$ cat src/rtl/fp_add_rs_scheduler_if.sv
// Bundle of the dispatch, CDB snoop, FPA and result handshake signals
// shared between the add reservation-station scheduler and its neighbours.
// The scheduler connects through the slave modport; the surrounding core
// (dispatch unit, CDB, FPA datapath, CDB arbiter) uses the master modport.
interface fp_add_rs_scheduler_if #(
    parameter int NUM_RS = 4,
    parameter int TAG_W  = 3
);
    localparam int CNT_W = $clog2(NUM_RS + 1);

    logic             disp_valid;
    logic             disp_ready;
    logic [31:0]      disp_vj;
    logic [31:0]      disp_vk;
    logic             disp_rj;
    logic             disp_rk;
    logic [TAG_W-1:0] disp_qj;
    logic [TAG_W-1:0] disp_qk;
    logic [TAG_W-1:0] disp_dest;

    logic             cdb_valid;
    logic [TAG_W-1:0] cdb_tag;
    logic [31:0]      cdb_data;

    logic [31:0]      fpa_a;
    logic [31:0]      fpa_b;
    logic [31:0]      fpa_out;

    logic             res_valid;
    logic [TAG_W-1:0] res_tag;
    logic [31:0]      res_data;
    logic             res_grant;

    logic [CNT_W-1:0] busy_count;

    modport slave (
        input  disp_valid, disp_vj, disp_vk, disp_rj, disp_rk,
               disp_qj, disp_qk, disp_dest,
               cdb_valid, cdb_tag, cdb_data,
               fpa_out, res_grant,
        output disp_ready, fpa_a, fpa_b,
               res_valid, res_tag, res_data, busy_count
    );

    modport master (
        output disp_valid, disp_vj, disp_vk, disp_rj, disp_rk,
               disp_qj, disp_qk, disp_dest,
               cdb_valid, cdb_tag, cdb_data,
               fpa_out, res_grant,
        input  disp_ready, fpa_a, fpa_b,
               res_valid, res_tag, res_data, busy_count
    );
endinterface

$ cat src/rtl/fp_add_rs_scheduler.sv
// Reservation-station scheduler for the single shared FP adder.
// Holds up to NUM_RS pending adds, snoops the CDB for missing operands,
// issues ready entries round-robin to the FPA, and holds each result until
// the CDB arbiter grants it.
// Optional macro FPA_RS_BACK_TO_BACK_EN: when defined, a granted result in
// HOLD may be followed by a new issue on the same edge (no idle bubble).
module fp_add_rs_scheduler #(
    parameter int NUM_RS   = 4,
    parameter int TAG_W    = 3,
    parameter int EXEC_LAT = 2
) (
    input  logic                 clk,
    input  logic                 rst,
    fp_add_rs_scheduler_if.slave bus
);
    localparam int IDX_W = (NUM_RS > 1) ? $clog2(NUM_RS) : 1;
    localparam int CNT_W = $clog2(NUM_RS + 1);
    localparam int LAT_W = (EXEC_LAT > 1) ? $clog2(EXEC_LAT) : 1;

    localparam logic [LAT_W-1:0] LAT_LOAD  = LAT_W'(EXEC_LAT - 1);
    localparam logic [IDX_W:0]   NUM_RS_W  = (IDX_W + 1)'(NUM_RS);
    localparam logic [IDX_W-1:0] LAST_IDX  = IDX_W'(NUM_RS - 1);

    localparam logic [1:0] ST_IDLE = 2'd0;
    localparam logic [1:0] ST_EXEC = 2'd1;
    localparam logic [1:0] ST_HOLD = 2'd2;

    // Entry storage
    logic [NUM_RS-1:0] busy_q;
    logic [NUM_RS-1:0] rj_q;
    logic [NUM_RS-1:0] rk_q;
    logic [31:0]       vj_q   [NUM_RS];
    logic [31:0]       vk_q   [NUM_RS];
    logic [TAG_W-1:0]  qj_q   [NUM_RS];
    logic [TAG_W-1:0]  qk_q   [NUM_RS];
    logic [TAG_W-1:0]  dest_q [NUM_RS];

    // Issue pipeline / result state
    logic [1:0]       state_q, state_d;
    logic [IDX_W-1:0] rr_q, rr_d;
    logic [LAT_W-1:0] cnt_q, cnt_d;
    logic [31:0]      fpa_a_q, fpa_a_d;
    logic [31:0]      fpa_b_q, fpa_b_d;
    logic             res_valid_q, res_valid_d;
    logic [TAG_W-1:0] res_tag_q, res_tag_d;
    logic [31:0]      res_data_q, res_data_d;

    logic              free_found;
    logic [IDX_W-1:0]  free_idx;
    logic [NUM_RS-1:0] ready_vec;
    logic              sel_found;
    logic [IDX_W-1:0]  sel_idx;
    logic              disp_fire;
    logic              issue_fire;
    logic              disp_j_hit;
    logic              disp_k_hit;
    logic [CNT_W-1:0]  busy_count_w;

    assign ready_vec  = busy_q & rj_q & rk_q;
    assign disp_fire  = bus.disp_valid & free_found;
    assign disp_j_hit = !bus.disp_rj && bus.cdb_valid && (bus.disp_qj == bus.cdb_tag);
    assign disp_k_hit = !bus.disp_rk && bus.cdb_valid && (bus.disp_qk == bus.cdb_tag);

    // Lowest-index free entry; scanning downward leaves the lowest one last.
    always_comb begin
        free_found = 1'b0;
        free_idx   = '0;
        for (int i = NUM_RS - 1; i >= 0; i--) begin
            if (!busy_q[i]) begin
                free_found = 1'b1;
                free_idx   = IDX_W'(i);
            end
        end
    end

    // First ready entry at or after the round-robin pointer, wrapping around.
    always_comb begin
        logic [IDX_W:0] sum;
        sum       = '0;
        sel_found = 1'b0;
        sel_idx   = '0;
        for (int off = 0; off < NUM_RS; off++) begin
            sum = {1'b0, rr_q} + (IDX_W + 1)'(off);
            if (sum >= NUM_RS_W) begin
                sum = sum - NUM_RS_W;
            end
            if (!sel_found && ready_vec[sum[IDX_W-1:0]]) begin
                sel_found = 1'b1;
                sel_idx   = sum[IDX_W-1:0];
            end
        end
    end

    // Issue happens from IDLE, or straight out of a granted HOLD when enabled.
    always_comb begin
        issue_fire = 1'b0;
        case (state_q)
            ST_IDLE: issue_fire = sel_found;
`ifdef FPA_RS_BACK_TO_BACK_EN
            ST_HOLD: issue_fire = sel_found && bus.res_grant;
`else
            ST_HOLD: issue_fire = 1'b0;
`endif
            default: issue_fire = 1'b0;
        endcase
    end

    // FSM next state: count down execution latency, capture and hold result.
    always_comb begin
        state_d     = state_q;
        rr_d        = rr_q;
        cnt_d       = cnt_q;
        fpa_a_d     = fpa_a_q;
        fpa_b_d     = fpa_b_q;
        res_valid_d = res_valid_q;
        res_tag_d   = res_tag_q;
        res_data_d  = res_data_q;
        case (state_q)
            ST_EXEC: begin
                if (cnt_q == '0) begin
                    res_data_d  = bus.fpa_out;
                    res_valid_d = 1'b1;
                    state_d     = ST_HOLD;
                end else begin
                    cnt_d = cnt_q - 1'b1;
                end
            end
            ST_HOLD: begin
                if (bus.res_grant) begin
                    res_valid_d = 1'b0;
                    state_d     = ST_IDLE;
                end
            end
            default: ;
        endcase
        if (issue_fire) begin
            fpa_a_d   = vj_q[sel_idx];
            fpa_b_d   = vk_q[sel_idx];
            res_tag_d = dest_q[sel_idx];
            rr_d      = (sel_idx == LAST_IDX) ? '0 : sel_idx + 1'b1;
            cnt_d     = LAT_LOAD;
            state_d   = ST_EXEC;
        end
    end

    // FSM and output registers.
    always_ff @(posedge clk or posedge rst) begin
        if (rst) begin
            state_q     <= ST_IDLE;
            rr_q        <= '0;
            cnt_q       <= '0;
            fpa_a_q     <= '0;
            fpa_b_q     <= '0;
            res_valid_q <= 1'b0;
            res_tag_q   <= '0;
            res_data_q  <= '0;
        end else begin
            state_q     <= state_d;
            rr_q        <= rr_d;
            cnt_q       <= cnt_d;
            fpa_a_q     <= fpa_a_d;
            fpa_b_q     <= fpa_b_d;
            res_valid_q <= res_valid_d;
            res_tag_q   <= res_tag_d;
            res_data_q  <= res_data_d;
        end
    end

    // Occupancy: dispatch claims the free slot, issue releases the selected one.
    always_ff @(posedge clk or posedge rst) begin
        if (rst) begin
            busy_q <= '0;
        end else begin
            for (int i = 0; i < NUM_RS; i++) begin
                if (disp_fire && (free_idx == IDX_W'(i))) begin
                    busy_q[i] <= 1'b1;
                end else if (issue_fire && (sel_idx == IDX_W'(i))) begin
                    busy_q[i] <= 1'b0;
                end
            end
        end
    end

    // Entry payload: dispatch write with CDB bypass, else snoop the CDB.
    always_ff @(posedge clk) begin
        for (int i = 0; i < NUM_RS; i++) begin
            if (disp_fire && (free_idx == IDX_W'(i))) begin
                vj_q[i]   <= disp_j_hit ? bus.cdb_data : bus.disp_vj;
                vk_q[i]   <= disp_k_hit ? bus.cdb_data : bus.disp_vk;
                rj_q[i]   <= bus.disp_rj | disp_j_hit;
                rk_q[i]   <= bus.disp_rk | disp_k_hit;
                qj_q[i]   <= bus.disp_qj;
                qk_q[i]   <= bus.disp_qk;
                dest_q[i] <= bus.disp_dest;
            end else if (busy_q[i]) begin
                if (!rj_q[i] && bus.cdb_valid && (qj_q[i] == bus.cdb_tag)) begin
                    vj_q[i] <= bus.cdb_data;
                    rj_q[i] <= 1'b1;
                end
                if (!rk_q[i] && bus.cdb_valid && (qk_q[i] == bus.cdb_tag)) begin
                    vk_q[i] <= bus.cdb_data;
                    rk_q[i] <= 1'b1;
                end
            end
        end
    end

    // Population count of busy entries.
    always_comb begin
        busy_count_w = '0;
        for (int i = 0; i < NUM_RS; i++) begin
            busy_count_w = busy_count_w + CNT_W'(busy_q[i]);
        end
    end

    assign bus.disp_ready = free_found;
    assign bus.fpa_a      = fpa_a_q;
    assign bus.fpa_b      = fpa_b_q;
    assign bus.res_valid  = res_valid_q;
    assign bus.res_tag    = res_tag_q;
    assign bus.res_data   = res_data_q;
    assign bus.busy_count = busy_count_w;
endmodule

$ cat src/flat_wrapper.sv
// flat-port wrapper written by rule: the top's interface ports become plain ports
module fp_add_rs_scheduler_flat 
#(
    parameter int NUM_RS   = 4,
    parameter int TAG_W    = 3,
    parameter int EXEC_LAT = 2
)
  (clk, rst, bus_disp_valid, bus_disp_vj, bus_disp_vk, bus_disp_rj, bus_disp_rk, bus_disp_qj, bus_disp_qk, bus_disp_dest, bus_cdb_valid, bus_cdb_tag, bus_cdb_data, bus_fpa_out, bus_res_grant, bus_disp_ready, bus_fpa_a, bus_fpa_b, bus_res_valid, bus_res_tag, bus_res_data, bus_busy_count);
  fp_add_rs_scheduler_if #(.NUM_RS(NUM_RS), .TAG_W(TAG_W)) bus_i ();
  input  logic clk;
  input  logic rst;
  input wire logic [$bits(bus_i.disp_valid)-1:0] bus_disp_valid;
  input wire logic [$bits(bus_i.disp_vj)-1:0] bus_disp_vj;
  input wire logic [$bits(bus_i.disp_vk)-1:0] bus_disp_vk;
  input wire logic [$bits(bus_i.disp_rj)-1:0] bus_disp_rj;
  input wire logic [$bits(bus_i.disp_rk)-1:0] bus_disp_rk;
  input wire logic [$bits(bus_i.disp_qj)-1:0] bus_disp_qj;
  input wire logic [$bits(bus_i.disp_qk)-1:0] bus_disp_qk;
  input wire logic [$bits(bus_i.disp_dest)-1:0] bus_disp_dest;
  input wire logic [$bits(bus_i.cdb_valid)-1:0] bus_cdb_valid;
  input wire logic [$bits(bus_i.cdb_tag)-1:0] bus_cdb_tag;
  input wire logic [$bits(bus_i.cdb_data)-1:0] bus_cdb_data;
  input wire logic [$bits(bus_i.fpa_out)-1:0] bus_fpa_out;
  input wire logic [$bits(bus_i.res_grant)-1:0] bus_res_grant;
  output wire logic [$bits(bus_i.disp_ready)-1:0] bus_disp_ready;
  output wire logic [$bits(bus_i.fpa_a)-1:0] bus_fpa_a;
  output wire logic [$bits(bus_i.fpa_b)-1:0] bus_fpa_b;
  output wire logic [$bits(bus_i.res_valid)-1:0] bus_res_valid;
  output wire logic [$bits(bus_i.res_tag)-1:0] bus_res_tag;
  output wire logic [$bits(bus_i.res_data)-1:0] bus_res_data;
  output wire logic [$bits(bus_i.busy_count)-1:0] bus_busy_count;
  assign bus_i.disp_valid = bus_disp_valid;
  assign bus_i.disp_vj = bus_disp_vj;
  assign bus_i.disp_vk = bus_disp_vk;
  assign bus_i.disp_rj = bus_disp_rj;
  assign bus_i.disp_rk = bus_disp_rk;
  assign bus_i.disp_qj = bus_disp_qj;
  assign bus_i.disp_qk = bus_disp_qk;
  assign bus_i.disp_dest = bus_disp_dest;
  assign bus_i.cdb_valid = bus_cdb_valid;
  assign bus_i.cdb_tag = bus_cdb_tag;
  assign bus_i.cdb_data = bus_cdb_data;
  assign bus_i.fpa_out = bus_fpa_out;
  assign bus_i.res_grant = bus_res_grant;
  assign bus_disp_ready = bus_i.disp_ready;
  assign bus_fpa_a = bus_i.fpa_a;
  assign bus_fpa_b = bus_i.fpa_b;
  assign bus_res_valid = bus_i.res_valid;
  assign bus_res_tag = bus_i.res_tag;
  assign bus_res_data = bus_i.res_data;
  assign bus_busy_count = bus_i.busy_count;
  fp_add_rs_scheduler #(.NUM_RS(NUM_RS), .TAG_W(TAG_W), .EXEC_LAT(EXEC_LAT)) u_core (.clk(clk), .rst(rst), .bus(bus_i));
endmodule
$ cat config.mk
export PLATFORM = sky130hd
export DESIGN_NAME = fp_add_rs_scheduler_flat
export DESIGN_NICKNAME = d
export VERILOG_FILES = /design/src/rtl/fp_add_rs_scheduler_if.sv /design/src/rtl/fp_add_rs_scheduler.sv /design/src/flat_wrapper.sv
export SDC_FILE = /design/constraint.sdc
export NUM_CORES = 1
export LEC_CHECK = 0
export CAP_MARGIN = 20
export CORE_UTILIZATION = 28
export DETAILED_ROUTE_END_ITERATION = 10
export GPL_TIMING_DRIVEN = 1
export HOLD_SLACK_MARGIN = 0.06
export PLACE_DENSITY_LB_ADDON = 0.25
export SLEW_MARGIN = 20
export SYNTH_ARGS = -nofsm -noshare
export SYNTH_HDL_FRONTEND = slang
export SYNTH_SLANG_ARGS = --single-unit
$ cat constraint.sdc
create_clock -name clk -period 6.7 [get_ports clk]
set_clock_uncertainty 0.1 [all_clocks]
set_input_delay 1.675 -clock clk [delete_from_list [all_inputs] [get_ports clk]]
set_output_delay 1.675 -clock clk [all_outputs]
set_load 0.01 [all_outputs]
==> results by group, run 1 <==
STA
  • TNS Setup: 0 ps
  • Worst-Margin Slew: 1130 ps
  • Slew margin rel.: 0.250
  • Final Max Tran Viols: 0
  • Crit path time final: 4490 ps
  • Final hold vios: 0
  • Period Utilization, post-route: 0.671
  • Final setup viols: 0
  • Unrepaired setup endpoints after global routing: false
  • Highest Clock Rate: 223 MHz
  • Hold_ws: 402 ps

Global routing
  • Global-route wire length before repair: 94400 um
  • GR Util All Layers: 0.182
  • Initial antenna violation count: 10
  • Largest net degree at the start of global routing: 70
  • Total grt overflow: 0
  • Vias in the first global route: 13822

Drt
  • 1st-iter DRT viols: 773
  • DRT Wirelength: 64500 um
  • Drt wl/cell: 25.1 um
  • Drt via density: 5.07
  • Vias: 13002
  • Post-route ant nets: 0
  • First-pass DRT Iterations: 4
  • # DRC: 0

Floorplan
  • Site row count: 96
  • Die Span X: 265 um
  • I/O pin count: 251
  • Full die area: 0.0704 sq mm
  • Die H: 265 um
  • Initial Utilization: 0.283
  • Core box area: 0.0686 sq mm

Place
  • Placed cells: 2470
  • DP HPWL: 39000 um
  • GP Congestion: 0.822
  • Placed Instance Area: 0.0230 sq mm
  • PortBufs: 250

Critical path
  • CP most frequent cell: ha_1
  • Crit path required time: 4930 ps
  • Slowest-stage cell, CP: clkdlybuf4s50_1
  • Crit Path Class: flop to output pin
  • Max FO, Critical Path: 10
  • Kind of cell adding the most delay to the critical path: adder cells
  • Worst EP arrival: 2720 ps
  • Bufs and invs on worst path: 2
  • Critical-path cell list: ha_1, inv_1, fa_1, ha_1, clkdlybuf4s50_1
  • Slowest stage delay, CP: 520 ps
  • CP Capture Type: output pin
  • Worst Setup Start Kind: flop

Cells and area
  • Area Overhead vs Synth: 26.0%
  • Nets: 1743
  • Final Instance Area: 0.0245 sq mm
  • Share of layout cells above drive strength 1: 0.268
  • Final cell count without fillers: 2565

Clock tree
  • CTS tree: yes
  • Post_cts resized: 0
  • Clock Tree Buf Depth: 3
  • Clock Sinks: 409
  • Hold Buf Count CTS: 0
  • Clk slew on worst S/H paths: 60 ps
  • H-tree lvl count: 2
  • CTS buffer count: 47
  • Setup bufs post-CTS: 0
  • Clock root buffer: clkbuf_16
  • Clk_lat worst skew: 580 ps

Synthesis
  • Post-Syn Area per Cell: 14.2 sq um
  • EDFF count, synth: 300
  • Post-Syn Area: 0.0194 sq mm
  • Synth top area cells: edfxtp_1 (46%), mux2_2 (17%), dfrtp_1 (14%)
  • Post-synth top area share: 0.464
  • Syn. warnings: 0
  • Cell taking the most area after synthesis: edfxtp_1
  • Synth Net Count: 1526
  • Synth unique cells: 44
  • Register bit count reported by yosys: 409
  • Main synth FF type: edfxtp_1
  • Asr flop ratio synth: 0.267
  • Post-synthesis cell count: 1371
  • Sequential fraction of the synthesis area: 0.604

Hold path
  • HP Class: flop to flop

Power and ir drop
  • Clock power share: 0.439
  • Maximum VDD drop: 0.177 mV
  • Switching Share: 0.223
  • Seq pwr share: 0.491
  • P_leak: 8.93 nW
  • Comb power frac: 0.070
  • P_sw: 0.00126 W
  • Pint: 0.00440 W
  • Pwr/cell area: 231 mW/mm^2

Job
  • Max cap viols: 0

Outcome
  • Outcome: completed
==> flip-flops by register name (all words and copies together), names as in the netlist, 3 cells and up <==
register / count
u_core.vj_q: 128
u_core.qk_q: 12
u_core.rk_q: 4
u_core.busy_q: 4
u_core.vk_q: 128
u_core.rj_q: 4
u_core.dest_q: 12
u_core.bus.res_tag: 3
u_core.bus.fpa_b: 32
u_core.qj_q: 12
u_core.bus.res_data: 32
u_core.bus.fpa_a: 32
==> final cells by class <==
cell class                      instances  area, sq um
Antenna cell                            7         17.5
Clock buffer                           64         1330
Clock inverter                         24          155
Fill cell                            6647        44100
Inverter                               11         48.8
Multi-Input combinational cell        839         7260
Sequential cell                       409        11700
Tap cell                              931         1160
Timing Repair Buffer                  280         2770
==> cells in the final DEF, fill, tap and decap left out, types with 9 or more instances in the layout <==
cell type        count
nor4b_2             10
mux2_2             288
nor3_1              69
nor4b_1             54
clkbuf_16           49
xor2_1              12
clkinv_1             9
clkdlybuf4s50_1    250
or2_2               16
xnor2_1             18
o211a_1             67
buf_4               28
clkinv_2            11
dfrtp_1            109
nor2_1              71
a211oi_1            67
clkbuf_1            10
or4_1               64
edfxtp_1           300
nor4_1              14
nand2_1             31
==> path summary, 6_finish.rpt <==
| check | depth (start not counted) | slack, ps | end | start |
|---|---|---|---|---|
| min in group asynchronous | 2 | 1500 | u_core.bus.res_data[10]$_DFFE_PP0P_ | rst |
| worst min register to register | 1 | 400 | u_core.bus.res_data[21]$_DFFE_PP0P_ | u_core.bus.res_data[21]$_DFFE_PP0P_ |
| max in group asynchronous | 3 | 3740 | u_core.bus.res_data[29]$_DFFE_PP0P_ | rst |
| worst max register to register | 7 | 2660 | u_core.bus.fpa_b[21]$_DFFE_PP0P_ | u_core.busy_q[0]$_DFFE_PP0P_ |
| worst min-delay path | 1 | 400 | u_core.bus.res_data[21]$_DFFE_PP0P_ | u_core.bus.res_data[21]$_DFFE_PP0P_ |
| worst max-delay path | 5 | 2210 | bus_busy_count[1] | u_core.busy_q[0]$_DFFE_PP0P_ |
==> routing by layer <==
| metal | GRT usage | vias up | share of wire |
|---|---|---|---|
| li1 | - | 5812 | - |
| met1 | 0.230 | 6784 | 0.43 |
| met2 | 0.310 | 303 | 0.49 |
| met3 | 0.0373 | 97 | 0.049 |
| met4 | 0.0622 | 6 | 0.025 |
| met5 | 0 | - | 0.00053 |
==> cells by family (layout without fill, tap and decap cells) <==
| family | count (synthesis) | in the layout | synth area share |
|---|---|---|---|
| DFF | 409 | 409 | 0.604 |
| and+or+nand+nor | 356 | 356 | 0.112 |
| muxes | 288 | 288 | 0.167 |
| AOI/OAI and AO/OA | 157 | 157 | 0.0687 |
| buffers and inverters | 123 | 379 | 0.0289 |
| xor gates and xnor gates | 30 | 30 | 0.0135 |
| adders and majority gates | 8 | 8 | 0.00554 |
| other | 0 | 7 | 0 |
==> metrics by stage <==
stage                     utilization  setup WS [ps]  total power [W]
after floorplan                     -           2050          0.00302
after global placement          0.334           1690          0.00322
after detailed placement        0.335           1670          0.00323
after CTS                       0.357           2180          0.00572
after global routing            0.357           2070          0.00584
final                           0.357           2210          0.00566
==> power by group through the flow <==
stage	clock network (W)	logic, W	registers (W)
global route	0.00264	0.000422	0.00278
global placement	0	0.000386	0.00283
detailed placement	0	0.000395	0.00283
CTS	0.00254	0.000397	0.00278
floorplan	0	0.000189	0.00283
finish	0.00249	0.000394	0.00278
==> worst register-to-register path, cell delays in order (launching register included) <==
cell,delay (ps)
dfrtp_1,560
nand3_1,290
o21a_4,300
o21ai_4,680
buf_4,570
buf_4,710
a211oi_1,330
nor4b_1,370
==> synthesized netlist by cell type, drive strengths merged (3+ instances only) <==
master    n
nand2    32
or2      16
nor2b     3
or4      65
mux2    288
nand4     3
xor2     12
o21ai     8
nand3     6
dfrtp   109
buf      52
nor3     70
a21oi     6
ha        7
inv      11
nor2     77
edfxtp  300
clkbuf   60
xnor2    18
a211oi   67
nor4b    64
o211a    67
nor4     14
Power figures use the tool's default switching activity.
==> inputs of run 2 (changes only) <==
==> constraint.sdc (replaced) <==
create_clock -name clk -period 4.6 [get_ports clk]
set_clock_uncertainty 0.1 [all_clocks]
set_input_delay 1.15 -clock clk [delete_from_list [all_inputs] [get_ports clk]]
set_output_delay 1.15 -clock clk [all_outputs]
set_load 0.01 [all_outputs]
==> results by group, run 2 (same netlist as run 1, synthesis figures left out) <==
STA
  • Final hold vios: 0 (unchanged)
  • TNS Setup: 0 ps (unchanged)
  • Unrepaired setup endpoints after global routing: false
  • Slew margin rel.: 0.239 (-0.0109)
  • Period Utilization, post-route: 0.852
  • Final setup viols: 0 (unchanged)
  • Final Max Tran Viols: 0 (unchanged)
  • Crit path time final: 3920 ps
  • Final worst slack: 681 ps (-1520 ps)
  • Highest Clock Rate: 255 MHz
  • Worst-Margin Slew: 1140 ps (+16.3 ps)

Place
  • Setup slack at placement: 623 ps (-1040 ps)
  • Placed cells: 2490 (+0.81%)
  • GP Congestion: 0.789 (-4.0%)
  • DP HPWL: 38800 um (-0.70%)
  • Placed Instance Area: 0.0232 sq mm (+1.1%)
  • PortBufs: 250 (unchanged)

Global routing
  • GR Util All Layers: 0.182 (-0.000200)
  • Initial antenna violation count: 5 (-5)
  • Vias in the first global route: 13580 (-1.8%)
  • Global-route wire length before repair: 95100 um (+0.72%)
  • Total grt overflow: 0 (unchanged)
  • Largest net degree at the start of global routing: 136 (+94%)

Clock tree
  • Setup bufs post-CTS: 0 (unchanged)
  • Clock Tree Buf Depth: 3 (unchanged)
  • Clk slew on worst S/H paths: 60 ps (about the same)
  • Hold Buf Count CTS: 0 (unchanged)
  • CTS tree: yes
  • Clock Sinks: 409 (unchanged)
  • Post_cts resized: 0 (unchanged)
  • H-tree lvl count: 2 (unchanged)
  • Clk_lat worst skew: 590 ps (about the same)
  • CTS buffer count: 47 (unchanged)
  • Clock root buffer: clkbuf_16

Cells and area
  • Area Overhead vs Synth: 27.1%
  • Final Instance Area: 0.0247 sq mm (+0.86%)
  • Share of layout cells above drive strength 1: 0.270 (+0.00237)
  • Layout fillers: 6605 (-0.63%)
  • Final cell count without fillers: 2578 (+0.51%)
  • Biggest regs: u_core.vj_q: 128 flops, u_core.vk_q: 128 flops
  • Nets: 1763 (+1.1%)
  • Most frequent cells in the layout: edfxtp_1 (300), mux2_2 (288), clkdlybuf4s50_1 (250)
  • Sequential cell area: 0.0117 sq mm (unchanged)
  • Multi-input logic area: 0.00726 sq mm (about the same)
  • Commonest non-fill, non-tap cell in the layout: edfxtp_1

Drt
  • DRT Wirelength: 64600 um (about the same)
  • Vias: 13057 (+0.42%)
  • Drt wl/cell: 25.0 um (-0.41%)
  • 1st-iter DRT viols: 950 (+23%)
  • # DRC: 0 (unchanged)
  • Post-route ant nets: 0 (unchanged)
  • Drt via density: 5.06 (about the same)
  • First-pass DRT Iterations: 6 (+2)

Critical path
  • Slowest-stage cell, CP: clkdlybuf4s50_1
  • Worst Setup Start Kind: flop
  • CP Capture Type: output pin
  • Crit Path Class: flop to output pin
  • Worst EP arrival: 2670 ps (-50 ps)
  • Slowest stage delay, CP: 530 ps (about the same)
  • Max FO, Critical Path: 8 (-2)
  • Critical-path cell list: inv_1, ha_1, inv_1, fa_1, ha_1, clkdlybuf4s50_1
  • FF-to-FF path depth: 7 (unchanged)
  • Crit path required time: 3350 ps (-1580 ps)

Power and ir drop
  • P_leak: 9.03 nW (+1.1%)
  • Pwr/cell area: 335 mW/mm^2 (+45%)
  • Maximum VDD drop: 0.237 mV (+34%)
  • Total power: 0.00828 W (+46%)

Floorplan
  • Initial Utilization: 0.283 (unchanged)
  • Die Span X: 265 um (unchanged)
  • Die H: 265 um (unchanged)
  • I/O pin count: 251 (unchanged)
  • Full die area: 0.0704 sq mm (unchanged)
  • Site row count: 96 (unchanged)
  • Core box area: 0.0686 sq mm (unchanged)

Outcome
  • Outcome: completed

Hold path
  • HP Class: flop to flop
  • Worst Hold Depth: 1 (unchanged)

Job
  • Max cap viols: 0 (unchanged)
## run 2: cell types whose count changed in the layout (fill, tap and decap cells not counted), sizes merged
cell / delta
bufinv: +3
diode: -6
clkinv: -10
inv: +1
buf: +20
clkinvlp: -1
clkbuf: +6
## run 2: metal layers
| layer | global-route usage | vias up | part of all wire |
|---|---|---|---|
| met3 | 0.0331 | 85 | 0.048 |
| met5 | 0 | - | 0.00042 |
| met1 | 0.239 | 6775 | 0.43 |
| li1 | - | 5864 | - |
| met2 | 0.310 | 329 | 0.50 |
| met4 | 0.0437 | 4 | 0.019 |
## run 2: worst paths after layout
check / slack, ps / endpoint / start
min in group asynchronous: 1010 / u_core.bus.res_data[10]$_DFFE_PP0P_ / rst
hold / removal: 400 / u_core.bus.res_data[15]$_DFFE_PP0P_ / u_core.bus.res_data[15]$_DFFE_PP0P_
max in group asynchronous: 2570 / u_core.bus.fpa_a[19]$_DFFE_PP0P_ / rst
setup / recovery: 680 / bus_busy_count[1] / u_core.busy_q[1]$_DFFE_PP0P_
setup reg to reg: 1530 / u_core.bus.fpa_b[7]$_DFFE_PP0P_ / u_core.busy_q[0]$_DFFE_PP0P_
hold reg to reg: 400 / u_core.bus.res_data[15]$_DFFE_PP0P_ / u_core.bus.res_data[15]$_DFFE_PP0P_
## run 2: layout make-up
class,count,share of cell area
inverter,11,0.00198
tap,931,0.0472
clock inverter,17,0.00780
sequential,409,0.475
antenna,1,0.000101
timing repair buffer,300,0.123
multi-input combinational,839,0.294
clock buffer,70,0.0511
## run 2: critical path: cells and delay by family (launching register included)
kind / cells / cell delay, ps
adders and majority gates: 3 / 960
buffers and inverters: 3 / 660
DFF: 1 / 490
## run 2: power by group
group	total (W)	leakage (nW)	switching, W	internal, W
Sequential	0.00405	4.18	0.0000120	0.00404
Clock	0.00365	0.700	0.00152	0.00212
Combinational	0.000586	4.14	0.000292	0.000294
## run 2: per-stage QoR
| step | util | hold WS, ps |
|---|---|---|
| floorplan | - | 419 |
| global placement | 0.339 | 390 |
| detailed placement | 0.339 | 394 |
| CTS | 0.360 | 408 |
| global route | 0.360 | 422 |
| finish | 0.360 | 404 |
==> inputs of run 3 (changes only) <==
--- a/config.mk
+++ b/config.mk
@@ -8,10 +8,11 @@
 export CAP_MARGIN = 20
 export CORE_UTILIZATION = 28
 export DETAILED_ROUTE_END_ITERATION = 10
-export GPL_TIMING_DRIVEN = 1
+export GPL_TIMING_DRIVEN = 0
 export HOLD_SLACK_MARGIN = 0.06
 export PLACE_DENSITY_LB_ADDON = 0.25
 export SLEW_MARGIN = 20
 export SYNTH_ARGS = -nofsm -noshare
 export SYNTH_HDL_FRONTEND = slang
 export SYNTH_SLANG_ARGS = --single-unit
+export TNS_END_PERCENT = 1
==> constraint.sdc (replaced) <==
create_clock -name clk -period 4.6 [get_ports clk]
set_clock_uncertainty 0.1 [all_clocks]
set_input_delay 0.92 -clock clk [delete_from_list [all_inputs] [get_ports clk]]
set_output_delay 0.92 -clock clk [all_outputs]
set_load 0.01 [all_outputs]
==> results by group, run 3 (same netlist as run 1, synthesis figures left out) <==
Outcome
  • Outcome: completed

STA
  • Period Utilization, post-route: 0.802 (-0.0500)
  • Highest Clock Rate: 271 MHz (+6.2%)
  • Crit path time final: 3690 ps (-230 ps)
  • Final Max Tran Viols: 0 (unchanged)
  • Unrepaired setup endpoints after global routing: false
  • Final hold vios: 0 (unchanged)
  • Hold_ws: 401 ps (-2.45 ps)
  • Worst-Margin Slew: 1100 ps (-43.0 ps)
  • Slew margin rel.: 0.267 (+0.0286)
  • Final setup viols: 0 (unchanged)
  • TNS Setup: 0 ps (unchanged)

Clock tree
  • Setup bufs post-CTS: 0 (unchanged)
  • Hold Buf Count CTS: 0 (unchanged)
  • H-tree lvl count: 2 (unchanged)
  • Clk_lat worst skew: 590 ps (about the same)
  • Clock Sinks: 409 (unchanged)
  • CTS tree: yes
  • Clock Tree Buf Depth: 3 (unchanged)
  • Clock root buffer: clkbuf_16
  • Post_cts resized: 0 (unchanged)
  • Clk slew on worst S/H paths: 60 ps (about the same)
  • CTS buffer count: 47 (unchanged)

Place
  • Placed Instance Area: 0.0231 sq mm (-0.43%)
  • GP Congestion: 0.822 (+4.1%)
  • DP HPWL: 46100 um (+19%)
  • PortBufs: 247 (-1.2%)

Drt
  • Length of routed wiring on met1: 28800 um (+3.0%)
  • Top layer in use: met5
  • Drt via density: 5.05 (-0.20%)
  • 1st-iter DRT viols: 944 (-0.63%)
  • Drt wl/cell: 25.4 um (+1.5%)
  • Post-route ant nets: 0 (unchanged)
  • First-pass DRT Iterations: 7 (+1)
  • Vias: 13355 (+2.3%)
  • Met3 wire len: 3890 um (+25%)
  • DRT Wirelength: 67100 um (+4.0%)
  • Detail Route met2 WL: 32600 um (+1.2%)
  • # DRC: 0 (unchanged)

Cells and area
  • Share of layout cells above drive strength 1: 0.259 (-0.0114)
  • Biggest regs: u_core.vj_q: 128 flops, u_core.vk_q: 128 flops
  • Most frequent cells in the layout: edfxtp_1 (300), mux2_2 (288), clkdlybuf4s50_1 (247)
  • Area Overhead vs Synth: 27.0% (about the same)
  • Final core occ: 0.360 (about the same)
  • Commonest non-fill, non-tap cell in the layout: edfxtp_1
  • Final Instance Area: 0.0247 sq mm (about the same)
  • Nets: 1826 (+3.6%)

Global routing
  • Global-route wire length before repair: 96300 um (+1.3%)
  • Initial antenna violation count: 6 (+1)
  • Total grt overflow: 0 (unchanged)
  • GR Util All Layers: 0.188 (+0.00600)
  • Vias in the first global route: 13974 (+2.9%)
  • Largest net degree at the start of global routing: 74 (-46%)

Floorplan
  • I/O pin count: 251 (unchanged)
  • Site row count: 96 (unchanged)
  • Full die area: 0.0704 sq mm (unchanged)
  • Die H: 265 um (unchanged)
  • Initial Utilization: 0.283 (unchanged)
  • Die Span X: 265 um (unchanged)
  • Core box area: 0.0686 sq mm (unchanged)

Critical path
  • Crit path required time: 3580 ps (+230 ps)
  • Max FO, Critical Path: 8 (unchanged)
  • Worst EP arrival: 2670 ps (about the same)
  • CP Capture Type: output pin
  • Crit Path Class: flop to output pin
  • Worst Setup Start Kind: flop

Hold path
  • HP Class: flop to flop

Job
  • Max cap viols: 0 (unchanged)

Power and ir drop
  • Pwr/cell area: 339 mW/mm^2 (+0.98%)
  • P_leak: 8.97 nW (-0.59%)
  • Maximum VDD drop: 0.234 mV (-1.3%)
run 3: changes by cell type in the layout (fill, tap and decap cells not counted), sizes merged:
cell           delta
diode             +3
clkinvlp          +1
clkdlybuf4s50     -3
buf               +6
clkinv            -2
bufinv            -1
clkbuf           +60
run 3: layout make-up:
| cell class | count | area, sq um |
|---|---|---|
| Antenna cell | 4 | 10.0 |
| Buffer | 112 | 520 |
| Clock buffer | 70 | 1330 |
| Clock inverter | 15 | 173 |
| Fill cell | 6640 | 43900 |
| Inverter | 11 | 48.8 |
| Multi-Input combinational cell | 839 | 7150 |
| Sequential cell | 409 | 11700 |
| Tap cell | 931 | 1160 |
| Timing Repair Buffer | 251 | 2530 |
run 3: final timing paths:
check,startpoint,end,slack [ps],cells past startpoint
max in group asynchronous,rst,u_core.bus.fpa_a[19]$_DFFE_PP0P_,3000,3
setup / recovery,u_core.busy_q[1]$_DFFE_PP0P_,bus_busy_count[1],910,6
hold reg to reg,u_core.bus.res_data[13]$_DFFE_PP0P_,u_core.bus.res_data[13]$_DFFE_PP0P_,400,1
hold / removal,u_core.bus.res_data[13]$_DFFE_PP0P_,u_core.bus.res_data[13]$_DFFE_PP0P_,400,1
setup reg to reg,u_core.state_q[1]$_DFFE_PP0P_,u_core.bus.fpa_b[9]$_DFFE_PP0P_,1300,8
min in group asynchronous,rst,u_core.bus.res_data[15]$_DFFE_PP0P_,620,2
run 3: worst max-delay path: stages, from the launching register on:
cell             delay, ps
dfrtp_1                470
inv_1                   80
ha_1                   270
inv_1                   50
fa_1                   410
ha_1                   280
clkdlybuf4s50_1        530
run 3: metrics by stage:
stage	power [W]	cells	setup WS (ps)
after floorplan	0.00440	1371	706
after global placement	0.00469	2549	-1980
after detailed placement	0.00470	2552	713
after CTS	0.00842	2637	871
after global routing	0.00859	2640	792
final	0.00836	2642	911
run 3: where the power goes:
part / leakage (nW) / switching [W] / internal [W]
registers: 4.18 / 0.0000118 / 0.00404
clock network: 0.724 / 0.00156 / 0.00217
logic: 4.07 / 0.000292 / 0.000286
total: 8.97 / 0.00186 / 0.00650
run 3: layer usage:
layer	track usage	up-vias
li1	-	5979
met1	0.243	6876
met2	0.317	399
met3	0.0373	95
met4	0.0584	6
met5	0	-
